==> config.mk <==
export PLATFORM = sky130hd
export DESIGN_NAME = uart_rx_flat
export DESIGN_NICKNAME = d
export VERILOG_FILES = /design/src/rtl/uart_pkg.sv /design/src/rtl/uart_rx_if.sv /design/src/rtl/uart_rx_sipo.sv /design/src/rtl/uart_rx.sv /design/src/flat_wrapper.sv
export SDC_FILE = /design/constraint.sdc
export NUM_CORES = 1
export LEC_CHECK = 0
export CORE_AREA = 2 2 53 55
export CTS_BUF_LIST = sky130_fd_sc_hd__clkbuf_4
export CTS_CLUSTER_SIZE = 24
export DETAILED_ROUTE_END_ITERATION = 10
export DIE_AREA = 0 0 55 57
export PLACE_DENSITY = 0.81
export SYNTH_ARGS = -nofsm -noshare
export SYNTH_HDL_FRONTEND = slang
export SYNTH_HIERARCHICAL = 1
export SYNTH_SLANG_ARGS = --single-unit
==> constraint.sdc <==
create_clock -name clk -period 3.7 [get_ports clk]
set_input_delay 0.925 -clock clk [delete_from_list [all_inputs] [get_ports clk]]
set_output_delay 0.925 -clock clk [all_outputs]
set_load 0.05 [all_outputs]
==> src/rtl/uart_pkg.sv <==
// uart_pkg: shared definitions for the UART receive path.
//   UART_OVERSAMPLE_DEF - default sample_tick pulses per bit period
//   UART_DATA_WIDTH_DEF - default data bits per frame
//   rx_state_e          - receiver FSM state encoding
package uart_pkg;

    localparam int unsigned UART_OVERSAMPLE_DEF = 16;
    localparam int unsigned UART_DATA_WIDTH_DEF = 8;

    typedef enum logic [2:0] {
        StIdle,
        StStart,
        StData,
        StParity,
        StStop
    } rx_state_e;

endpackage

==> src/rtl/uart_rx_if.sv <==
// uart_rx_if: byte-side handshake of the UART receiver.
//   rx_data    - received byte, stable while rx_valid is high
//   rx_valid   - rx_data holds an unconsumed byte
//   rx_ready   - consumer accepts rx_data when rx_valid & rx_ready
//   frame_err  - one-cycle pulse, stop bit sampled low
//   overrun    - one-cycle pulse, frame completed while the held byte was not accepted
//   parity_err - one-cycle pulse, parity mismatch (always 0 without parity support)
// Modports: master = receiver side, slave = byte consumer side.
interface uart_rx_if #(
    parameter int unsigned DATA_WIDTH = uart_pkg::UART_DATA_WIDTH_DEF
) ();

    logic [DATA_WIDTH-1:0] rx_data;
    logic                  rx_valid;
    logic                  rx_ready;
    logic                  frame_err;
    logic                  overrun;
    logic                  parity_err;

    modport master (
        output rx_data,
        output rx_valid,
        output frame_err,
        output overrun,
        output parity_err,
        input  rx_ready
    );

    modport slave (
        input  rx_data,
        input  rx_valid,
        input  frame_err,
        input  overrun,
        input  parity_err,
        output rx_ready
    );

endinterface

==> src/rtl/uart_rx_sipo.sv <==
// uart_rx_sipo: serial-in parallel-out shift register (the receiver's sipo).
// Each shift_en_i loads serial_in_i into the MSB and shifts right, so a stream sent
// LSB-first ends up in natural bit order after WIDTH shifts.
//   clk         - system clock
//   rst_n       - asynchronous active-low reset, clears the register
//   shift_en_i  - shift strobe
//   serial_in_i - serial data bit
//   data_o      - parallel contents
module uart_rx_sipo #(
    parameter int unsigned WIDTH = 8
) (
    input  logic             clk,
    input  logic             rst_n,
    input  logic             shift_en_i,
    input  logic             serial_in_i,
    output logic [WIDTH-1:0] data_o
);

    logic [WIDTH-1:0] data_q, data_d;

    always_comb begin
        data_d = data_q;
        if (shift_en_i) begin
            data_d = {serial_in_i, data_q[WIDTH-1:1]};
        end
    end

    always_ff @(posedge clk or negedge rst_n) begin
        if (!rst_n) begin
            data_q <= '0;
        end else begin
            data_q <= data_d;
        end
    end

    assign data_o = data_q;

endmodule

==> src/rtl/uart_rx.sv <==
// uart_rx: UART receive path. Synchronizes rxd, qualifies the start bit at mid-bit,
// shifts DATA_WIDTH bits in LSB-first, checks the stop bit and presents each byte on a
// valid/ready output register with framing and overrun pulses.
// Optional feature: define UART_RX_PARITY_EN for one even-parity bit after the data.
//   clk         - system clock, all logic on posedge
//   rst_n       - asynchronous active-low reset
//   sample_tick - one-cycle strobe at OVERSAMPLE x baud
//   rxd         - asynchronous serial input, idle high
//   rx_if       - byte-side handshake (master modport)
module uart_rx
    import uart_pkg::*;
#(
    parameter int unsigned DATA_WIDTH = UART_DATA_WIDTH_DEF,
    parameter int unsigned OVERSAMPLE = UART_OVERSAMPLE_DEF
) (
    input  logic       clk,
    input  logic       rst_n,
    input  logic       sample_tick,
    input  logic       rxd,
    uart_rx_if.master  rx_if
);

    localparam int unsigned TickCntW = $clog2(OVERSAMPLE);
    localparam int unsigned BitCntW  = (DATA_WIDTH > 1) ? $clog2(DATA_WIDTH) : 1;
    localparam logic [TickCntW-1:0] TickHalf = TickCntW'(OVERSAMPLE / 2 - 1);
    localparam logic [TickCntW-1:0] TickLast = TickCntW'(OVERSAMPLE - 1);
    localparam logic [BitCntW-1:0]  BitLast  = BitCntW'(DATA_WIDTH - 1);

    rx_state_e             state_q, state_d;
    logic [TickCntW-1:0]   tick_cnt_q, tick_cnt_d;
    logic [BitCntW-1:0]    bit_cnt_q, bit_cnt_d;
    logic                  rxd_meta_q, rxd_sync_q;
    logic                  rxd_prev_q, rxd_prev_d;
    logic [DATA_WIDTH-1:0] rx_data_q, rx_data_d;
    logic                  rx_valid_q, rx_valid_d;
    logic                  frame_err_q, frame_err_d;
    logic                  overrun_q, overrun_d;
    logic                  shift_en;
    logic                  deliver;
    logic [DATA_WIDTH-1:0] sipo_data;
`ifdef UART_RX_PARITY_EN
    logic                  parity_bad_q, parity_bad_d;
    logic                  parity_err_q, parity_err_d;
`endif

    uart_rx_sipo #(
        .WIDTH (DATA_WIDTH)
    ) u_sipo (
        .clk         (clk),
        .rst_n       (rst_n),
        .shift_en_i  (shift_en),
        .serial_in_i (rxd_sync_q),
        .data_o      (sipo_data)
    );

    always_comb begin
        state_d     = state_q;
        tick_cnt_d  = tick_cnt_q;
        bit_cnt_d   = bit_cnt_q;
        rx_data_d   = rx_data_q;
        rx_valid_d  = rx_valid_q;
        frame_err_d = 1'b0;
        overrun_d   = 1'b0;
        shift_en    = 1'b0;
        deliver     = 1'b0;
        // Edge history only moves on ticks so a start edge between ticks is not lost.
        rxd_prev_d  = sample_tick ? rxd_sync_q : rxd_prev_q;
`ifdef UART_RX_PARITY_EN
        parity_bad_d = parity_bad_q;
        parity_err_d = 1'b0;
`endif

        if (rx_valid_q && rx_if.rx_ready) begin
            rx_valid_d = 1'b0;
        end

        if (sample_tick) begin
            case (state_q)
                StIdle: begin
                    // Falling edge only: a stuck-low line cannot retrigger.
                    if (rxd_prev_q && !rxd_sync_q) begin
                        state_d    = StStart;
                        tick_cnt_d = '0;
                    end
                end
                StStart: begin
                    if (tick_cnt_q == TickHalf) begin
                        tick_cnt_d = '0;
                        bit_cnt_d  = '0;
                        state_d    = rxd_sync_q ? StIdle : StData;
                    end else begin
                        tick_cnt_d = tick_cnt_q + 1'b1;
                    end
                end
                StData: begin
                    if (tick_cnt_q == TickLast) begin
                        shift_en   = 1'b1;
                        tick_cnt_d = '0;
                        if (bit_cnt_q == BitLast) begin
                            bit_cnt_d = '0;
`ifdef UART_RX_PARITY_EN
                            state_d   = StParity;
`else
                            state_d   = StStop;
`endif
                        end else begin
                            bit_cnt_d = bit_cnt_q + 1'b1;
                        end
                    end else begin
                        tick_cnt_d = tick_cnt_q + 1'b1;
                    end
                end
`ifdef UART_RX_PARITY_EN
                StParity: begin
                    if (tick_cnt_q == TickLast) begin
                        // Even parity: data plus parity bit must have an even count of ones.
                        parity_bad_d = ^{sipo_data, rxd_sync_q};
                        tick_cnt_d   = '0;
                        state_d      = StStop;
                    end else begin
                        tick_cnt_d = tick_cnt_q + 1'b1;
                    end
                end
`endif
                StStop: begin
                    if (tick_cnt_q == TickLast) begin
                        tick_cnt_d = '0;
                        state_d    = StIdle;
                        if (!rxd_sync_q) begin
                            frame_err_d = 1'b1;
`ifdef UART_RX_PARITY_EN
                        end else if (parity_bad_q) begin
                            parity_err_d = 1'b1;
`endif
                        end else begin
                            deliver = 1'b1;
                        end
                    end else begin
                        tick_cnt_d = tick_cnt_q + 1'b1;
                    end
                end
                default: begin
                    state_d    = StIdle;
                    tick_cnt_d = '0;
                    bit_cnt_d  = '0;
                end
            endcase
        end

        if (deliver) begin
            if (!rx_valid_q || rx_if.rx_ready) begin
                rx_data_d  = sipo_data;
                rx_valid_d = 1'b1;
            end else begin
                overrun_d = 1'b1;
            end
        end
    end

    always_ff @(posedge clk or negedge rst_n) begin
        if (!rst_n) begin
            state_q     <= StIdle;
            tick_cnt_q  <= '0;
            bit_cnt_q   <= '0;
            rxd_meta_q  <= 1'b1;
            rxd_sync_q  <= 1'b1;
            rxd_prev_q  <= 1'b1;
            rx_data_q   <= '0;
            rx_valid_q  <= 1'b0;
            frame_err_q <= 1'b0;
            overrun_q   <= 1'b0;
        end else begin
            state_q     <= state_d;
            tick_cnt_q  <= tick_cnt_d;
            bit_cnt_q   <= bit_cnt_d;
            rxd_meta_q  <= rxd;
            rxd_sync_q  <= rxd_meta_q;
            rxd_prev_q  <= rxd_prev_d;
            rx_data_q   <= rx_data_d;
            rx_valid_q  <= rx_valid_d;
            frame_err_q <= frame_err_d;
            overrun_q   <= overrun_d;
        end
    end

`ifdef UART_RX_PARITY_EN
    always_ff @(posedge clk or negedge rst_n) begin
        if (!rst_n) begin
            parity_bad_q <= 1'b0;
            parity_err_q <= 1'b0;
        end else begin
            parity_bad_q <= parity_bad_d;
            parity_err_q <= parity_err_d;
        end
    end

    assign rx_if.parity_err = parity_err_q;
`else
    assign rx_if.parity_err = 1'b0;
`endif

    assign rx_if.rx_data   = rx_data_q;
    assign rx_if.rx_valid  = rx_valid_q;
    assign rx_if.frame_err = frame_err_q;
    assign rx_if.overrun   = overrun_q;

endmodule

==> src/flat_wrapper.sv <==
// flat-port wrapper written by rule: the top's interface ports become plain ports
module uart_rx_flat import uart_pkg::*;
#(
    parameter int unsigned DATA_WIDTH = UART_DATA_WIDTH_DEF,
    parameter int unsigned OVERSAMPLE = UART_OVERSAMPLE_DEF
)
  (clk, rst_n, sample_tick, rxd, rx_if_rx_data, rx_if_rx_valid, rx_if_frame_err, rx_if_overrun, rx_if_parity_err, rx_if_rx_ready);
  uart_rx_if #(.DATA_WIDTH(DATA_WIDTH)) rx_if_i ();
  input  logic clk;
  input  logic rst_n;
  input  logic sample_tick;
  input  logic rxd;
  output wire logic [$bits(rx_if_i.rx_data)-1:0] rx_if_rx_data;
  output wire logic [$bits(rx_if_i.rx_valid)-1:0] rx_if_rx_valid;
  output wire logic [$bits(rx_if_i.frame_err)-1:0] rx_if_frame_err;
  output wire logic [$bits(rx_if_i.overrun)-1:0] rx_if_overrun;
  output wire logic [$bits(rx_if_i.parity_err)-1:0] rx_if_parity_err;
  input wire logic [$bits(rx_if_i.rx_ready)-1:0] rx_if_rx_ready;
  assign rx_if_rx_data = rx_if_i.rx_data;
  assign rx_if_rx_valid = rx_if_i.rx_valid;
  assign rx_if_frame_err = rx_if_i.frame_err;
  assign rx_if_overrun = rx_if_i.overrun;
  assign rx_if_parity_err = rx_if_i.parity_err;
  assign rx_if_i.rx_ready = rx_if_rx_ready;
  uart_rx #(.DATA_WIDTH(DATA_WIDTH), .OVERSAMPLE(OVERSAMPLE)) u_core (.clk(clk), .rst_n(rst_n), .sample_tick(sample_tick), .rxd(rxd), .rx_if(rx_if_i));
endmodule
* Yosys cells after proc, flatten, opt, wreduce, memory -nomap -nowiden *
Cells that the tools add are included.

storage, ports and cells
  register bits after elaboration = 32
  input bits = 5
  word-level logic and storage cells = 68

operators by class
  $add $sub $neg = 2
  equal/unequal tests = 11
  mux-type cells = 31
  bitwise gates (word level) = 1
  reductions and logical operators = 12

operator list
  cell                                           number
  two-way mux 3 bit                              8
  two-way mux 1 bit                              16
  two-way mux 4 bit                              3
  one-hot mux 3 bit (4 select lines)             1
  one-hot mux 4 bit (3 select lines)             1
  != test 2 x 1 -> 1 bit, second input constant  5
  one-hot mux 3 bit (3 select lines)             1
  == test 3 bit, second input constant           2
  AND reduction 6 bit                            1
  adder 4 x 1 -> 4 bit, second input constant    1
  == test 4 x 3 -> 1 bit, second input constant  1
  == test 4 bit, second input constant           1
  AND reduction 2 bit                            2
  AND reduction 4 bit                            1
  OR reduction 2 bit                             2
  adder 3 x 1 -> 3 bit, second input constant    1
  == test 3 x 1 -> 1 bit, second input constant  1
  == test 3 x 2 -> 1 bit, second input constant  1
  zero test 3 bit                                1
  logical AND 1 bit                              2
  zero test 1 bit                                2
  two-way mux 2 bit                              1
  logical OR 1 bit                               1
  NOT 1 bit                                      1

* Longest topological paths before layout *
Gate-level depths: netlist of the first run.

  depth in word-level cells = 5
  gate-level depth with buffers = 6
  mapped depth without buffers = 5

* By module *
Netlist of the first run, hierarchy kept.

by module, submodules not included
  module        times used  cells each  area an instance (µm²)  seq. area each (µm²)
  uart_rx       1           92          1166.1                  604.3
  uart_rx_sipo  1           17          331.6                   200.2

* Worst setup path before layout of the first run *
Ideal clock, no wire load.

  kind = input -> register
  start = input sample_tick
  end = register u_core.rx_data_q[0] (netlist: u_core/rx_if.rx_data[0])
  arrival time = 1823 ps
  slack = 1752 ps
  stages on the path = 5
  path buffers = 1
  path through = and4_4 -> nand4_2 -> nand2b_4 -> buf_6 -> mux2_4

between the ends
  cells in the longest elaborated chain, start to end = 2

RTL lines
  what                                  line                text
  start: declaration                    flat_wrapper.sv:11  input logic sample_tick;
  two-way mux 1 bit                     uart_rx.sv:77       if (sample_tick) begin
  AND reduction 2 bit (no source line)  --
  end signal: assignment                uart_rx.sv:179      rx_data_q <= rx_data_d;
  end: declaration                      uart_rx.sv:34       logic [DATA_WIDTH-1:0] rx_data_q, rx_data_d;

No other way between the ends.
A chain may end at the register's enable or synchronous reset.

* Worst setup path in the final report of the first run *
  start = register u_core.rx_data_q[0] (netlist: u_core/rx_if.rx_data[0])
  end = output rx_if_rx_data[0]

RTL lines
  what              line                text
  end: declaration  flat_wrapper.sv:13  output wire logic [$bits(rx_if_i.rx_data)-1:0] rx_if_rx_data;

No word-level cell between the ends.

==> results of run 1 <==
[cells by family after synthesis]
| family | Yosys count |
|---|---|
| AOI/OAI and AO/OA | 19 |
| xor gates and xnor gates | 2 |
| muxes | 18 |
| and+or+nand+nor | 26 |
| DFF | 32 |
| other | 1 |
| buffers and inverters | 8 |
| adders and majority gates | 3 |
[power groups by stage]
stage	Combinational (uW)	Clock, uW	Sequential [uW]
after floorplan	157	0	408
after global placement	155	0	441
after detailed placement	163	0	443
after CTS	165	194	436
after global routing	185	209	442
final	165	184	437
[how the worst min path moves through the flow]
stage | start | endpoint | slack, ps | cells after the start
3_5_place_dp | u_core/rxd_meta_q | u_core/rxd_sync_q | 350 | 0
2_1_floorplan | u_core/rxd_meta_q | u_core/rxd_sync_q | 350 | 0
6_report | u_core/rxd_meta_q | u_core/rxd_sync_q | 360 | 0
5_1_grt | u_core/rxd_meta_q | u_core/rxd_sync_q | 370 | 0
3_3_place_gp | u_core/rxd_meta_q | u_core/rxd_sync_q | 350 | 0
4_1_cts | u_core/rxd_meta_q | u_core/rxd_sync_q | 360 | 0
[per-stage QoR]
stage	hold WS [ps]	power [uW]	utilization (%)	cells
global placement	346	595	63.0	150
global route	368	837	64.9	157
detailed placement	347	606	63.0	150
finish	359	786	64.9	157
CTS	360	795	64.9	157
floorplan	345	565	-	109
[cell type report]
type | count | area, um2 | area share [%]
inverters | 2 | 7.51 | 0.442
multi-input cells | 69 | 638 | 37.6
clock inverters | 1 | 5.00 | 0.295
well taps | 31 | 38.8 | 2.29
repair buffers | 16 | 158 | 9.29
flip-flops and latches | 32 | 805 | 47.4
clock buffers | 6 | 45.0 | 2.65
[synth_stat cells]
| cell | instances | area (um2) |
|---|---|---|
| a211oi_2 | 1 | 12.5 |
| a21o_1 | 1 | 7.51 |
| a21oi_1 | 3 | 15.0 |
| a22o_1 | 3 | 26.3 |
| a31oi_1 | 1 | 6.26 |
| a32o_1 | 1 | 10.0 |
| a32oi_1 | 1 | 8.76 |
| and2_1 | 1 | 6.26 |
| and3_1 | 1 | 6.26 |
| and3_2 | 1 | 7.51 |
| and4_4 | 1 | 11.3 |
| buf_2 | 2 | 10.0 |
| buf_4 | 2 | 15.0 |
| buf_6 | 2 | 22.5 |
| conb_1 | 1 | 3.75 |
| dfrtp_1 | 29 | 726 |
| dfstp_2 | 3 | 78.8 |
| ha_1 | 3 | 37.5 |
| inv_1 | 2 | 7.51 |
| mux2_2 | 2 | 22.5 |
| mux2_4 | 16 | 240 |
| nand2_1 | 3 | 11.3 |
| nand2b_4 | 1 | 13.8 |
| nand3_1 | 4 | 20.0 |
| nand3b_1 | 1 | 7.51 |
| nand4_2 | 1 | 12.5 |
| nor2_1 | 8 | 30.0 |
| nor2b_1 | 1 | 6.26 |
| nor3_1 | 1 | 5.00 |
| nor4b_1 | 1 | 8.76 |
| o21a_1 | 1 | 7.51 |
| o21ai_0 | 2 | 10.0 |
| o22ai_1 | 1 | 6.26 |
| o311ai_0 | 1 | 8.76 |
| o31ai_1 | 1 | 7.51 |
| o41ai_1 | 1 | 8.76 |
| o41ai_4 | 1 | 27.5 |
| or2b_1 | 1 | 7.51 |
| xnor2_1 | 1 | 8.76 |
| xor2_1 | 1 | 8.76 |
[registers in the layout, summed over array words and instances (netlist names)]
name	cells
u_core/rx_if.overrun	1
u_core/tick_cnt_q	4
u_core/rxd_prev_q	1
u_core/rxd_sync_q	1
u_core/rxd_meta_q	1
u_core/u_sipo/data_o	8
u_core/bit_cnt_q	3
u_core/rx_if.rx_valid	1
u_core/rx_if.rx_data	8
u_core/state_q	3
u_core/rx_if.frame_err	1
[layer usage]
metal	track usage [%]	share of wire, %
met4	11.5	1.8
met2	29.3	52
met5	0	0
met3	5.50	4.1
met1	20.0	42
==> flow_metrics.py, run 1 <==
metrics = {
    "finish": {
        "fin_nets": 134,
        "stdcell_area_mm2": 0.00170,
        "drive_gt1_share_pct": 27.8,
        "syn_to_final_growth_pct": 13.3,
        "layout_common_cells": "dfrtp_1 (29), mux2_4 (16), clkdlybuf4s50_1 (15), nor2_1 (8), clkbuf_4 (6)",
        "layout_commonest_cell": "dfrtp_1",
        "antennaDiodeCount": 0,
        "fillers": 220,
    },
    "setup_path": {
        "critPathCapture": "rx_if_rx_data[0]",
        "worstReg2RegEnd": "u_core/state_q[2]",
        "crit_family": "buffers and inverters",
        "startpoint_type": "register",
        "worstRegToRegCells": 4,
        "crit_type": "register to output pin",
        "crit_path_start": "u_core/rx_if.rx_data[0]",
        "rrSetupSlack_ps": 1910,
        "required_ps": 2770,
        "r2r-start": "u_core/state_q[2]",
        "crit_arrival_ps": 1510,
        "path_depth": 1,
        "crit_buf_inv": 1,
        "cp_slowest_cell": "clkdlybuf4s50_1",
        "critPathMaxFanout": 2,
        "timing.critical_path.cells": "clkdlybuf4s50_1",
        "cp-end-kind": "output pin",
        "critical-path-max-stage-delay_ps": 810,
    },
    "timing": {
        "fmax_ghz": 0.411,
        "fin_worst_skew_ps": 9.20,
        "finalSetupViolCount": 0,
        "maxSlewHeadroom_pct": 64.8,
        "worst_slew_pin_slew_ps": 526,
        "rsz0062_at_grt": "false",
        "setup_ws_ps": 1270,
        "drv_slew": 0,
        "final.min_clock_period_ps": 2430,
        "min_period_over_period_pct": 65.7,
        "setup-tns-final_ps": 0,
        "hold_viol": 0,
    },
    "floorplanning": {
        "die_x_um": 55,
        "dieArea_mm2": 0.00314,
        "fp.dieH_um": 57,
        "ios": 17,
        "core-area_mm2": 0.00262,
        "rows": 19,
        "initial_core_util_pct": 57.3,
    },
    "clock_tree": {
        "h-tree-depth": 2,
        "post_cts_buffers": 0,
        "clk_latency_ps": 330,
        "clk_pin_slew_ps": 90,
        "cts_resized": 0,
        "clock-sinks": 32,
        "cts_inserted_buffers": 5,
        "max-clock-path-buffers": 2,
        "ctsRootBufferMaster": "clkbuf_4",
        "cts_tree": "done",
        "hold_buffers": 0,
    },
    "power_and_ir_drop": {
        "power_frac_comb_pct": 21.0,
        "p_switching_uw": 252,
        "p_clk_share_pct": 23.4,
        "pwr_density_cell_mw_per_mm2": 463,
        "power_leakage_uw": 0.000807,
        "swShare_pct": 32.1,
        "p_seq_share_pct": 55.7,
        "power.internal_uw": 534,
        "vdd.ir_drop.worst_mv": 0.429,
    },
    "drt": {
        "ant_nets": 0,
        "post_drt_wl_per_cell_um": 15.2,
        "drt_iter0_drc": 15,
        "wl_um": 2390,
        "viasPerCell": 5.87,
        "num_vias": 921,
        "drc": 0,
        "drtPass1Iterations": 4,
    },
    "global_routing": {
        "grt_pass1_vias": 923,
        "gr-usage-all-layers_pct": 18.1,
        "grt_max_degree": 33,
        "globalRouteOverflowTotal": 0,
        "antenna_found_initial": 0,
        "grt_pass1_wl_um": 3960,
    },
    "synthesis": {
        "synth_compound_area_share_pct": 10.9,
        "syn_area_mm2": 0.00150,
        "synthXorXnorAreaFrac_pct": 1.17,
        "syn_area_per_cell_um2": 13.7,
        "synth.distinct_cells": 40,
        "yosys_register_bits": 32,
        "ys_seq_area_share_pct": 53.7,
        "muxShareOfSynthArea_pct": 17.5,
        "synth_simple_gate_area_share_pct": 10.3,
        "yosys_warnings": 6,
        "synthCells": 109,
        "yosys.area_share.adder_pct": 2.51,
        "syn_nets": 117,
        "synth_top_family_by_area": "multiplexers",
    },
    "placed_design": {
        "place_area_mm2": 0.00165,
        "hpwl_um": 1680,
        "io_buffers": 15,
        "dp_slack_ps": 1010,
        "gp_congestion": 0.863,
    },
    "outcome": {
        "outcome": "finished, final reports clean",
    },
    "flow_run": {
        "maxCapViolCount": 0,
    },
    "worst_hold_path": {
        "hp-class": "register to register",
    },
}
Power figures use the tool's default switching activity.
==> inputs of run 2 (changes only) <==
- CORE_AREA: 2 2 53 55 -> 2 2 55 57
- DIE_AREA: 0 0 55 57 -> 0 0 57 59
- PLACE_DENSITY: 0.81 -> 0.76
- clock period: 3.7 -> 2.3 ns (I/O delays scaled with it)
==> run 2 against run 1 <==
Effect of this change:
- clock power rose by 130%
- first-iteration DRC count grew 6.7%
- utilization down 0.34 points
- critical endpoint is now rx_if_rx_data[6]
- largest cell class unchanged
- highest routed layer unchanged
==> flow_metrics.py, run 2 (synthesis gave the netlist of run 1 again) <==
metrics = {
    "global_routing": {
        "globalRouteOverflowTotal": 0,
        "grt_pass1_vias": 917,
        "antenna_found_initial": 0,
        "gr-usage-all-layers_pct": 17.0,
        "grt_max_degree": 33,
        "grt_pass1_wl_um": 4280,
    },
    "setup_path": {
        "crit_family": "buffers and inverters",
        "startpoint_type": "register",
        "cp-end-kind": "output pin",
        "crit_arrival_ps": 1530,
        "timing.critical_path.cells": "clkdlybuf4s50_1",
        "crit_buf_inv": 1,
        "crit_type": "register to output pin",
        "required_ps": 1730,
        "critical-path-max-stage-delay_ps": 810,
        "cp_slowest_cell": "clkdlybuf4s50_1",
        "critPathMaxFanout": 2,
    },
    "finish": {
        "layout_common_cells": "dfrtp_1 (29), mux2_4 (16), clkdlybuf4s50_1 (15), nor2_1 (8), clkbuf_4 (5)",
        "drive_gt1_share_pct": 30.0,
        "fillers": 206,
        "seqCellArea_um2": 805,
        "stdcell_area_mm2": 0.00175,
        "utilization_pct": 64.5,
        "layout_commonest_cell": "dfrtp_1",
        "antennaDiodeCount": 0,
        "multi_input_area_um2": 638,
        "syn_to_final_growth_pct": 16.8,
        "fin_nets": 137,
    },
    "timing": {
        "drv_slew": 0,
        "maxSlewHeadroom_pct": 66.5,
        "min_period_over_period_pct": 91.7,
        "final.min_clock_period_ps": 2110,
        "hold_viol": 0,
        "fmax_ghz": 0.474,
        "worst_slew_pin_slew_ps": 500,
        "setup-tns-final_ps": 0,
        "fin_worst_skew_ps": 13.0,
        "finalSetupViolCount": 0,
        "rsz0062_at_grt": "false",
    },
    "floorplanning": {
        "ios": 17,
        "core-area_mm2": 0.00271,
        "die_x_um": 57,
        "fp.dieH_um": 59,
        "rows": 19,
        "initial_core_util_pct": 55.3,
        "dieArea_mm2": 0.00336,
    },
    "clock_tree": {
        "hold_buffers": 0,
        "cts_inserted_buffers": 5,
        "ctsRootBufferMaster": "clkbuf_4",
        "max-clock-path-buffers": 2,
        "h-tree-depth": 2,
        "clk_latency_ps": 330,
        "clock-sinks": 32,
        "post_cts_buffers": 0,
        "cts_tree": "done",
        "cts_resized": 0,
        "clk_pin_slew_ps": 110,
    },
    "placed_design": {
        "gp_congestion": 0.810,
        "io_buffers": 15,
        "place_area_mm2": 0.00167,
        "hpwl_um": 1700,
    },
    "power_and_ir_drop": {
        "power.internal_uw": 962,
        "power_leakage_uw": 0.000831,
        "swShare_pct": 30.2,
        "power_frac_comb_pct": 18.6,
        "p_switching_uw": 416,
        "total_power_uw": 1380,
        "pwr_density_cell_mw_per_mm2": 788,
        "vdd.ir_drop.worst_mv": 0.725,
        "p_seq_share_pct": 51.0,
        "p_clk_share_pct": 30.4,
    },
    "drt": {
        "drt_iter0_drc": 16,
        "num_vias": 910,
        "wl_um": 2400,
        "viasPerCell": 5.65,
        "post_drt_wl_per_cell_um": 14.9,
        "drtPass1Iterations": 4,
        "ant_nets": 0,
        "drc": 0,
    },
    "outcome": {
        "outcome": "finished, final reports clean",
    },
    "flow_run": {
        "maxCapViolCount": 0,
    },
    "worst_hold_path": {
        "hp-class": "register to register",
    },
}
-- run 2: changes by cell type in the layout (fill, tap and decap cells not counted), sizes merged --
cell      before  now
clkbuf         6    5
clkinvlp       0    1
buf            1    4
bufinv         0    1
-- run 2: through the flow --
| stage | cells | hold WS [ps] | setup WS [ps] |
|---|---|---|---|
| after detailed placement | 153 | 349 | 170 |
| after CTS | 161 | 370 | 172 |
| final | 161 | 366 | 190 |
| after floorplan | 109 | 279 | 702 |
| after global placement | 153 | 347 | 185 |
| after global routing | 161 | 372 | 119 |
-- run 2: layout make-up --
| type | count | area share [%] |
|---|---|---|
| tap | 31 | 2.22 |
| clock buffer | 5 | 2.15 |
| timing repair buffer | 19 | 10.3 |
| clock inverter | 3 | 2.43 |
| sequential | 32 | 46.0 |
| inverter | 2 | 0.429 |
| multi-input combinational | 69 | 36.5 |
-- run 2: path summary, 6_finish.rpt --
path                                              start                 endpoint  slack [ps]  cells after the start
worst max-delay path            u_core/rx_if.rx_data[6]         rx_if_rx_data[6]         190                      1
worst min-delay path                  u_core/rxd_meta_q        u_core/rxd_sync_q         370                      0
worst max register to register        u_core/state_q[1]        u_core/state_q[2]         550                      4
worst min register to register        u_core/rxd_meta_q        u_core/rxd_sync_q         370                      0
max in group asynchronous                         rst_n        u_core/rxd_prev_q        1330                      2
min in group asynchronous                         rst_n  u_core/rx_if.rx_data[0]         630                      2
-- run 2: layer usage --
layer | vias up | part of all wire [%] | global-route usage (%) | wire length [um]
met1 | 453 | 47 | 22.1 | 1120
met3 | 2 | 4.4 | 5.24 | 106
met2 | 21 | 48 | 27.6 | 1150
li1 | 434 | - | - | -
met5 | - | 0 | 0 | 0
met4 | 0 | 0.71 | 4.98 | 17
-- run 2: power by group through the flow --
stage | Combinational, uW | Sequential [uW] | Clock, uW
after CTS | 258 | 702 | 434
after detailed placement | 257 | 713 | 0
after floorplan | 252 | 657 | 0
final | 257 | 703 | 418
after global routing | 297 | 718 | 455
after global placement | 245 | 706 | 0
